`src/rtl/uart_report_pkg.sv`:
```
// Shared constants, state type and digit encoder for the hex telemetry reporter.
package uart_report_pkg;

  localparam logic [7:0] CH_V  = 8'h56;
  localparam logic [7:0] CH_EQ = 8'h3D;
  localparam logic [7:0] CH_CR = 8'h0D;
  localparam logic [7:0] CH_LF = 8'h0A;
  localparam logic [7:0] CH_0  = 8'h30;
  localparam logic [7:0] CH_A  = 8'h41;

  typedef enum logic {IDLE, SEND} state_t;

  function automatic logic [7:0] nib2ascii(input logic [3:0] n);
    if (n < 4'd10) return CH_0 + {4'd0, n};
    else           return CH_A + {4'd0, n} - 8'd10;
  endfunction

endpackage

```
`src/rtl/uart_hex_reporter_if.sv`:
```
// Byte stream handshake between the reporter and the UART transmitter.
interface uart_hex_reporter_if;
  logic [7:0] tx_data;
  logic       tx_valid;
  logic       tx_ready;

  modport master (output tx_data, output tx_valid, input tx_ready);
  modport slave  (input tx_data, input tx_valid, output tx_ready);
endinterface

```
`src/rtl/uart_hex_reporter_tick_timer.sv`:
```
// Free-running period timer; one-cycle tick on each wrap to 0. PERIOD_CYCLES=0 disables it.
module tick_timer #(
  parameter int PERIOD_CYCLES = 100000000
) (
  input  logic clk,
  input  logic rst,
  output logic tick
);

  logic wrap;

  generate
    if (PERIOD_CYCLES == 0) begin : g_off
      assign wrap = 1'b0;
    end else begin : g_on
      localparam int CW = (PERIOD_CYCLES > 1) ? $clog2(PERIOD_CYCLES) : 1;
      localparam logic [CW-1:0] LAST = CW'(PERIOD_CYCLES - 1);
      logic [CW-1:0] cnt;

      assign wrap = (cnt == LAST);

      always_ff @(posedge clk or posedge rst) begin
        if (rst)       cnt <= '0;
        else if (wrap) cnt <= '0;
        else           cnt <= cnt + CW'(1);
      end
    end
  endgenerate

  // Registered so the tick coincides with the counter sitting at 0.
  always_ff @(posedge clk or posedge rst) begin
    if (rst) tick <= 1'b0;
    else     tick <= wrap;
  end

endmodule

```
`src/rtl/uart_hex_reporter.sv`:
```
// Snapshots value_in on trig or timer tick and streams "V=<hex>\r\n" to the UART byte input.
module uart_hex_reporter
  import uart_report_pkg::*;
#(
  parameter int VALUE_W       = 16,
  parameter int PERIOD_CYCLES = 100000000
) (
  input  logic               clk,
  input  logic               rst,
  input  logic [VALUE_W-1:0] value_in,
  input  logic               trig,
  uart_hex_reporter_if.master tx,
  output logic               busy,
  output logic               overrun
);

  localparam int NDIG   = VALUE_W / 4;
  localparam int NBYTES = NDIG + 4;
  localparam int IW     = $clog2(NBYTES);
  localparam logic [IW-1:0] LAST_IDX = IW'(NBYTES - 1);

  function automatic logic [7:0] msg_byte(input logic [IW-1:0] k, input logic [VALUE_W-1:0] s);
    int ki;
    logic [VALUE_W-1:0] sh;
    ki = int'(k);
    sh = s >> (4 * (NDIG + 1 - ki));
    if (ki == 0)               return CH_V;
    else if (ki == 1)          return CH_EQ;
    else if (ki == NBYTES - 2) return CH_CR;
    else if (ki == NBYTES - 1) return CH_LF;
    else                       return nib2ascii(sh[3:0]);
  endfunction

  state_t             state, state_n;
  logic [IW-1:0]      idx, idx_n;
  logic [VALUE_W-1:0] snap, snap_n;
  logic [7:0]         data_q, data_n;
  logic               valid_q, valid_n;
  logic               busy_n, pending, pending_n, overrun_n;
  logic               tick, req, xfer;

  tick_timer #(.PERIOD_CYCLES(PERIOD_CYCLES)) u_timer (
    .clk  (clk),
    .rst  (rst),
    .tick (tick)
  );

  assign req         = trig | tick;
  assign xfer        = valid_q & tx.tx_ready;
  assign tx.tx_data  = data_q;
  assign tx.tx_valid = valid_q;

  always_ff @(posedge clk or posedge rst) begin
    if (rst) begin
      state   <= IDLE;
      idx     <= '0;
      snap    <= '0;
      data_q  <= 8'h00;
      valid_q <= 1'b0;
      busy    <= 1'b0;
      pending <= 1'b0;
      overrun <= 1'b0;
    end else begin
      state   <= state_n;
      idx     <= idx_n;
      snap    <= snap_n;
      data_q  <= data_n;
      valid_q <= valid_n;
      busy    <= busy_n;
      pending <= pending_n;
      overrun <= overrun_n;
    end
  end

  always_comb begin
    state_n   = state;
    idx_n     = idx;
    snap_n    = snap;
    data_n    = data_q;
    valid_n   = valid_q;
    busy_n    = busy;
    pending_n = pending;
    overrun_n = overrun;
    unique case (state)
      IDLE: begin
        if (req || pending) begin
          state_n   = SEND;
          snap_n    = value_in;
          // A fresh request landing while a queued one starts becomes the new pending.
          pending_n = pending & req;
          idx_n     = '0;
          data_n    = CH_V;
          valid_n   = 1'b1;
          busy_n    = 1'b1;
        end
      end
      SEND: begin
        if (req) begin
          if (!pending) pending_n = 1'b1;
          else          overrun_n = 1'b1;
        end
        if (xfer) begin
          if (idx == LAST_IDX) begin
            state_n = IDLE;
            valid_n = 1'b0;
            busy_n  = 1'b0;
          end else begin
            idx_n  = idx + IW'(1);
            data_n = msg_byte(idx + IW'(1), snap);
          end
        end
      end
      default: state_n = IDLE;
    endcase
  end

endmodule

```
`src/flat_wrapper.sv`:
```
// flat-port wrapper written by rule: the top's interface ports become plain ports
module uart_hex_reporter_flat import uart_report_pkg::*;
#(
  parameter int VALUE_W       = 16,
  parameter int PERIOD_CYCLES = 100000000
)
  (clk, rst, value_in, trig, busy, overrun, tx_tx_data, tx_tx_valid, tx_tx_ready);
  uart_hex_reporter_if tx_i ();
  input  logic clk;
  input  logic rst;
  input  logic [VALUE_W-1:0] value_in;
  input  logic trig;
  output logic busy;
  output logic overrun;
  output wire logic [$bits(tx_i.tx_data)-1:0] tx_tx_data;
  output wire logic [$bits(tx_i.tx_valid)-1:0] tx_tx_valid;
  input wire logic [$bits(tx_i.tx_ready)-1:0] tx_tx_ready;
  assign tx_tx_data = tx_i.tx_data;
  assign tx_tx_valid = tx_i.tx_valid;
  assign tx_i.tx_ready = tx_tx_ready;
  uart_hex_reporter #(.VALUE_W(VALUE_W), .PERIOD_CYCLES(PERIOD_CYCLES)) u_core (.clk(clk), .rst(rst), .value_in(value_in), .trig(trig), .tx(tx_i), .busy(busy), .overrun(overrun));
endmodule
```
`config.mk`:
```
export PLATFORM = sky130hd
export DESIGN_NAME = uart_hex_reporter_flat
export DESIGN_NICKNAME = d
export VERILOG_FILES = /design/src/rtl/uart_report_pkg.sv /design/src/rtl/uart_hex_reporter_if.sv /design/src/rtl/uart_hex_reporter_tick_timer.sv /design/src/rtl/uart_hex_reporter.sv /design/src/flat_wrapper.sv
export SDC_FILE = /design/constraint.sdc
export NUM_CORES = 1
export LEC_CHECK = 0
export CELL_PAD_IN_SITES_DETAIL_PLACEMENT = 0
export CELL_PAD_IN_SITES_GLOBAL_PLACEMENT = 2
export CORE_MARGIN = 3
export CORE_UTILIZATION = 33
export DETAILED_ROUTE_END_ITERATION = 16
export GPL_ROUTABILITY_DRIVEN = 0
export PLACE_DENSITY = 0.73
export SKIP_CTS_REPAIR_TIMING = 1
export SYNTH_ARGS = -nofsm -noshare
export SYNTH_HDL_FRONTEND = slang
export SYNTH_HIERARCHICAL = 1
export SYNTH_SLANG_ARGS = --single-unit
```
`constraint.sdc`:
```
create_clock -name clk -period 2.34 [get_ports clk]
set_clock_uncertainty 0.15 [all_clocks]
set_input_delay 0.468 -clock clk [delete_from_list [all_inputs] [get_ports clk]]
set_output_delay 0.468 -clock clk [all_outputs]
set_load 0.02 [all_outputs]
```
==> impl_metrics.csv <==
group,metric,value,unit
critical_path,arrival,2.31,ns
grt,grt_overflow_total,0,
critical_path,setup.worst_path.class,"flop to flop",
min_path,whs_endpoint,"u_core/u_timer/g_on.cnt[0]",
cells_and_area,final_area,3695,sq um
routing,drt-total-wl,6389,um
floorplanning,die-width,99.73,um
logic_synthesis,synth-async-reset-ratio,100.0,%
logic_synthesis,synth_fa_ha_area_share,3.884,%
timing,fmax,447.2,MHz
logic_synthesis,synth_top_family_by_area,"simple AND/OR/NAND/NOR gates",
cells_and_area,final_nets,343,
pwr,switching_share,34.27,%
logic_synthesis,syn_inst,264,
min_path,hold_start,"u_core/u_timer/g_on.cnt[0]",
logic_synthesis,seq_area_frac_synth,50.06,%
grt,antenna_found_initial,0,
timing,period_share,95.57,%
floorplanning,io_pins,31,
grt,grt_pass1_wl,10780,um
critical_path,crit_fanout,6,
grt,track_usage,13.93,%
floorplanning,core,8382,sq um
pwr,leakage,1.622,nW
clock_network,cts_tree,"yes",
min_path,holdPathStages,1,
routing,drc,0,
critical_path,reg2regPathDepth,6,
critical_path,path_cells,"inv_2 -> ha_4 -> mux4_2 -> o211ai_2 -> xor2_1 -> a221o_1",
floorplanning,start_util,34.59,%
pwr,pwr-share-seq,31.2,%
clock_network,clk_latency,0.33,ns
clock_network,cts_buffer_depth,2,
logic_synthesis,syn-num-nets,293,
logic_synthesis,synth-simple-area-share,19.03,%
place,post-dp-hpwl,4476,um
timing,hold_violations,0,
min_path,hold_path_class,"flop to flop",
floorplanning,die_h,99.73,um
pwr,switchingPower,1.513,mW
critical_path,r2r-end,"u_core/tx.tx_data[0]",
logic_synthesis,ys_types,53,
logic_synthesis,synth_edf_count,0,
routing,vias,2157,
logic_synthesis,syn-cell-area,2899,sq um
place,postPlaceCellArea,3445,sq um
timing,slew_headroom,61.00,%
pwr,p_clk_share,21.3,%
cells_and_area,stdcell_count,424,
routing,post_drt_wl_per_cell,15.07,um
run_status,outcome,"finished clean",
critical_path,crit_required,2.42,ns
timing,grt_setup_unrepaired,"true",
logic_synthesis,syn_avg_cell_area,10.98,sq um
logic_synthesis,synth_mux_area_share,9.452,%
logic_synthesis,yosysWarnings,6,
place,dpl.cell_count,406,
clock_network,htreeDepth,3,
timing,finalMaxSlewViolations,0,
pwr,finalPower,4.414,mW
routing,drt-initial-drc-count,95,
logic_synthesis,synth-compound-area-share,9.754,%
logic_synthesis,yosys_most_used_dff,"dfrtp_1",
cells_and_area,n_fill_cell,825,
timing,period_minus_slack,2.236,ns
place,port-buffer-count,29,
logic_synthesis,synth-seq-cells,58,
floorplanning,num_rows,33,
critical_path,max_stage_delay,0.56,ns
clock_network,clock_sinks,58,
critical_path,slowest_stage,"mux4_2",
job,cap_violations,0,
critical_path,cp-start-kind,"flop",
timing,tightest_slew,0.5789,ns
routing,ant_nets,0,
cells_and_area,syn_to_final_growth,27.45,%
pwr,ir_worst_vdd,0.4774,mV
floorplanning,fp.dieArea,9946,sq um
grt,grt_max_degree,29,
critical_path,critPathTopFamily,"multiplexers",
timing,setup_viol,0,
clock_network,cts_root_buf,"clkbuf_8",
cells_and_area,final_layout_size_suffix_gt1_share,18.81,%
clock_network,cts_made_buffers,9,
critical_path,worstReg2RegStart,"u_core/idx[0]",
clock_network,clk_pin_slew,0.07,ns
grt,grt_pass1_vias,2135,
cells_and_area,diodes,0,
pwr,cellPowerDensity,1195,nW/um^2
logic_synthesis,synthXorXnorAreaFrac,4.834,%
critical_path,path_buf_inv,1,
routing,vias_per_cell,5.087,
cells_and_area,fin_util,44.08,%
pwr,p_comb_share,47.5,%
critical_path,cp-end-kind,"flop",
critical_path,regToRegSetupSlack,0.10,ns
routing,drt-pass1-iter-count,4,
pwr,internal_power,2.901,mW
## cells in the mapped netlist, types with 4 or more instances
library cell,n,area share [%]
xor2_1,11,3.3
or3_1,6,1.3
inv_1,10,1.3
nand4_1,5,1.1
o21ai_0,12,2.1
xnor2_1,5,1.5
nand3_1,14,2.4
nand2_1,22,2.8
a21oi_1,16,2.8
and3_1,8,1.7
mux2_2,8,3.1
ha_1,9,3.9
dfrtp_1,58,50
mux2_1,8,3.1
nor2_1,14,1.8
or4_1,4,1.0
## flip-flops by register name, summed over array words and instances, names as in the netlist
name,flops
u_core/idx,3
u_core/u_timer/g_on.cnt,27
u_core/tx.tx_data,7
u_core/u_timer/tick,1
u_core/snap,16
u_core/overrun,1
u_core/pending,1
u_core/tx.tx_valid,1
u_core/state,1
## through the flow
step	hold slack (ns)	setup slack [ns]	setup TNS (ns)
after detailed placement	0.3118	-0.01826	-0.01826
after global placement	0.3017	0.02556	0
after floorplan	0.2751	0.01451	0
after CTS	0.3209	-0.04784	-0.06389
after global routing	0.3481	-0.01234	-0.01413
final	0.3156	0.1038	0
## power groups by stage
stage | registers (mW) | clock network, mW | logic (mW)
3_3_place_gp | 1.39 | 0 | 1.82
3_5_place_dp | 1.39 | 0 | 1.83
6_report | 1.38 | 0.939 | 2.10
2_1_floorplan | 1.45 | 0 | 1.18
5_1_grt | 1.41 | 1.03 | 2.33
4_1_cts | 1.38 | 0.980 | 1.84
## logic make-up after synthesis
group | after synthesis
buf+inv | 17
other cells | 1
mux | 20
simple gates | 97
xor+xnor | 16
compound gates | 46
fa+ha+maj | 9
flops | 58
## metal layers
layer,wire [um],up-vias,track usage [%]
met3,230,4,3.997
met4,58,0,5.987
met1,3234,1055,19.13
li1,-,1061,-
met5,0,-,0
met2,2866,37,20.47
## layout make-up
cell class              count  area (sq um)  area share [%]
repair buffers             46         434.2           11.75
well taps                 105         131.4           3.556
clock buffers              14         162.7           4.402
clock inverters             2         35.03          0.9482
flip-flops and latches     58          1454           39.35
inverters                  10         37.54           1.016
multi-input cells         189          1440           38.98
## how the worst max path moves through the flow
stage / from / endpoint / slack [ns] / cells after the start
global placement: u_core/idx[1] / u_core/tx.tx_data[0] / 0.03 / 8
global route: u_core/idx[0] / u_core/tx.tx_data[0] / -0.01 / 6
detailed placement: u_core/idx[1] / u_core/tx.tx_data[0] / -0.02 / 8
CTS: u_core/idx[1] / u_core/tx.tx_data[0] / -0.05 / 8
finish: u_core/idx[0] / u_core/tx.tx_data[0] / 0.10 / 6
floorplan: u_core/idx[0] / u_core/tx.tx_data[2] / 0.01 / 10
## cells in the final DEF, fill, tap and decap left out, types with 2 or more instances in the layout
cell type / instances
dfrtp_1: 56
clkdlybuf4s50_1: 29
nand2_1: 20
a21oi_1: 16
buf_4: 15
nor2_1: 14
nand3_1: 14
o21ai_0: 12
clkbuf_8: 11
xor2_1: 11
mux2_1: 8
mux2_2: 8
inv_1: 8
and3_1: 8
or3_1: 6
ha_4: 5
nand4_1: 5
xnor2_1: 5
ha_1: 4
or4_1: 4
clkbuf_1: 3
mux4_2: 3
nor3_1: 3
nor3_2: 2
and4b_1: 2
inv_2: 2
nand2_2: 2
nor2b_1: 2
a31oi_1: 2
o2bb2ai_1: 2
dfrtp_2: 2
nand4_2: 2
nor4b_1: 2
o31ai_1: 2
nor4_1: 2
(Power assumes the default switching activity.)
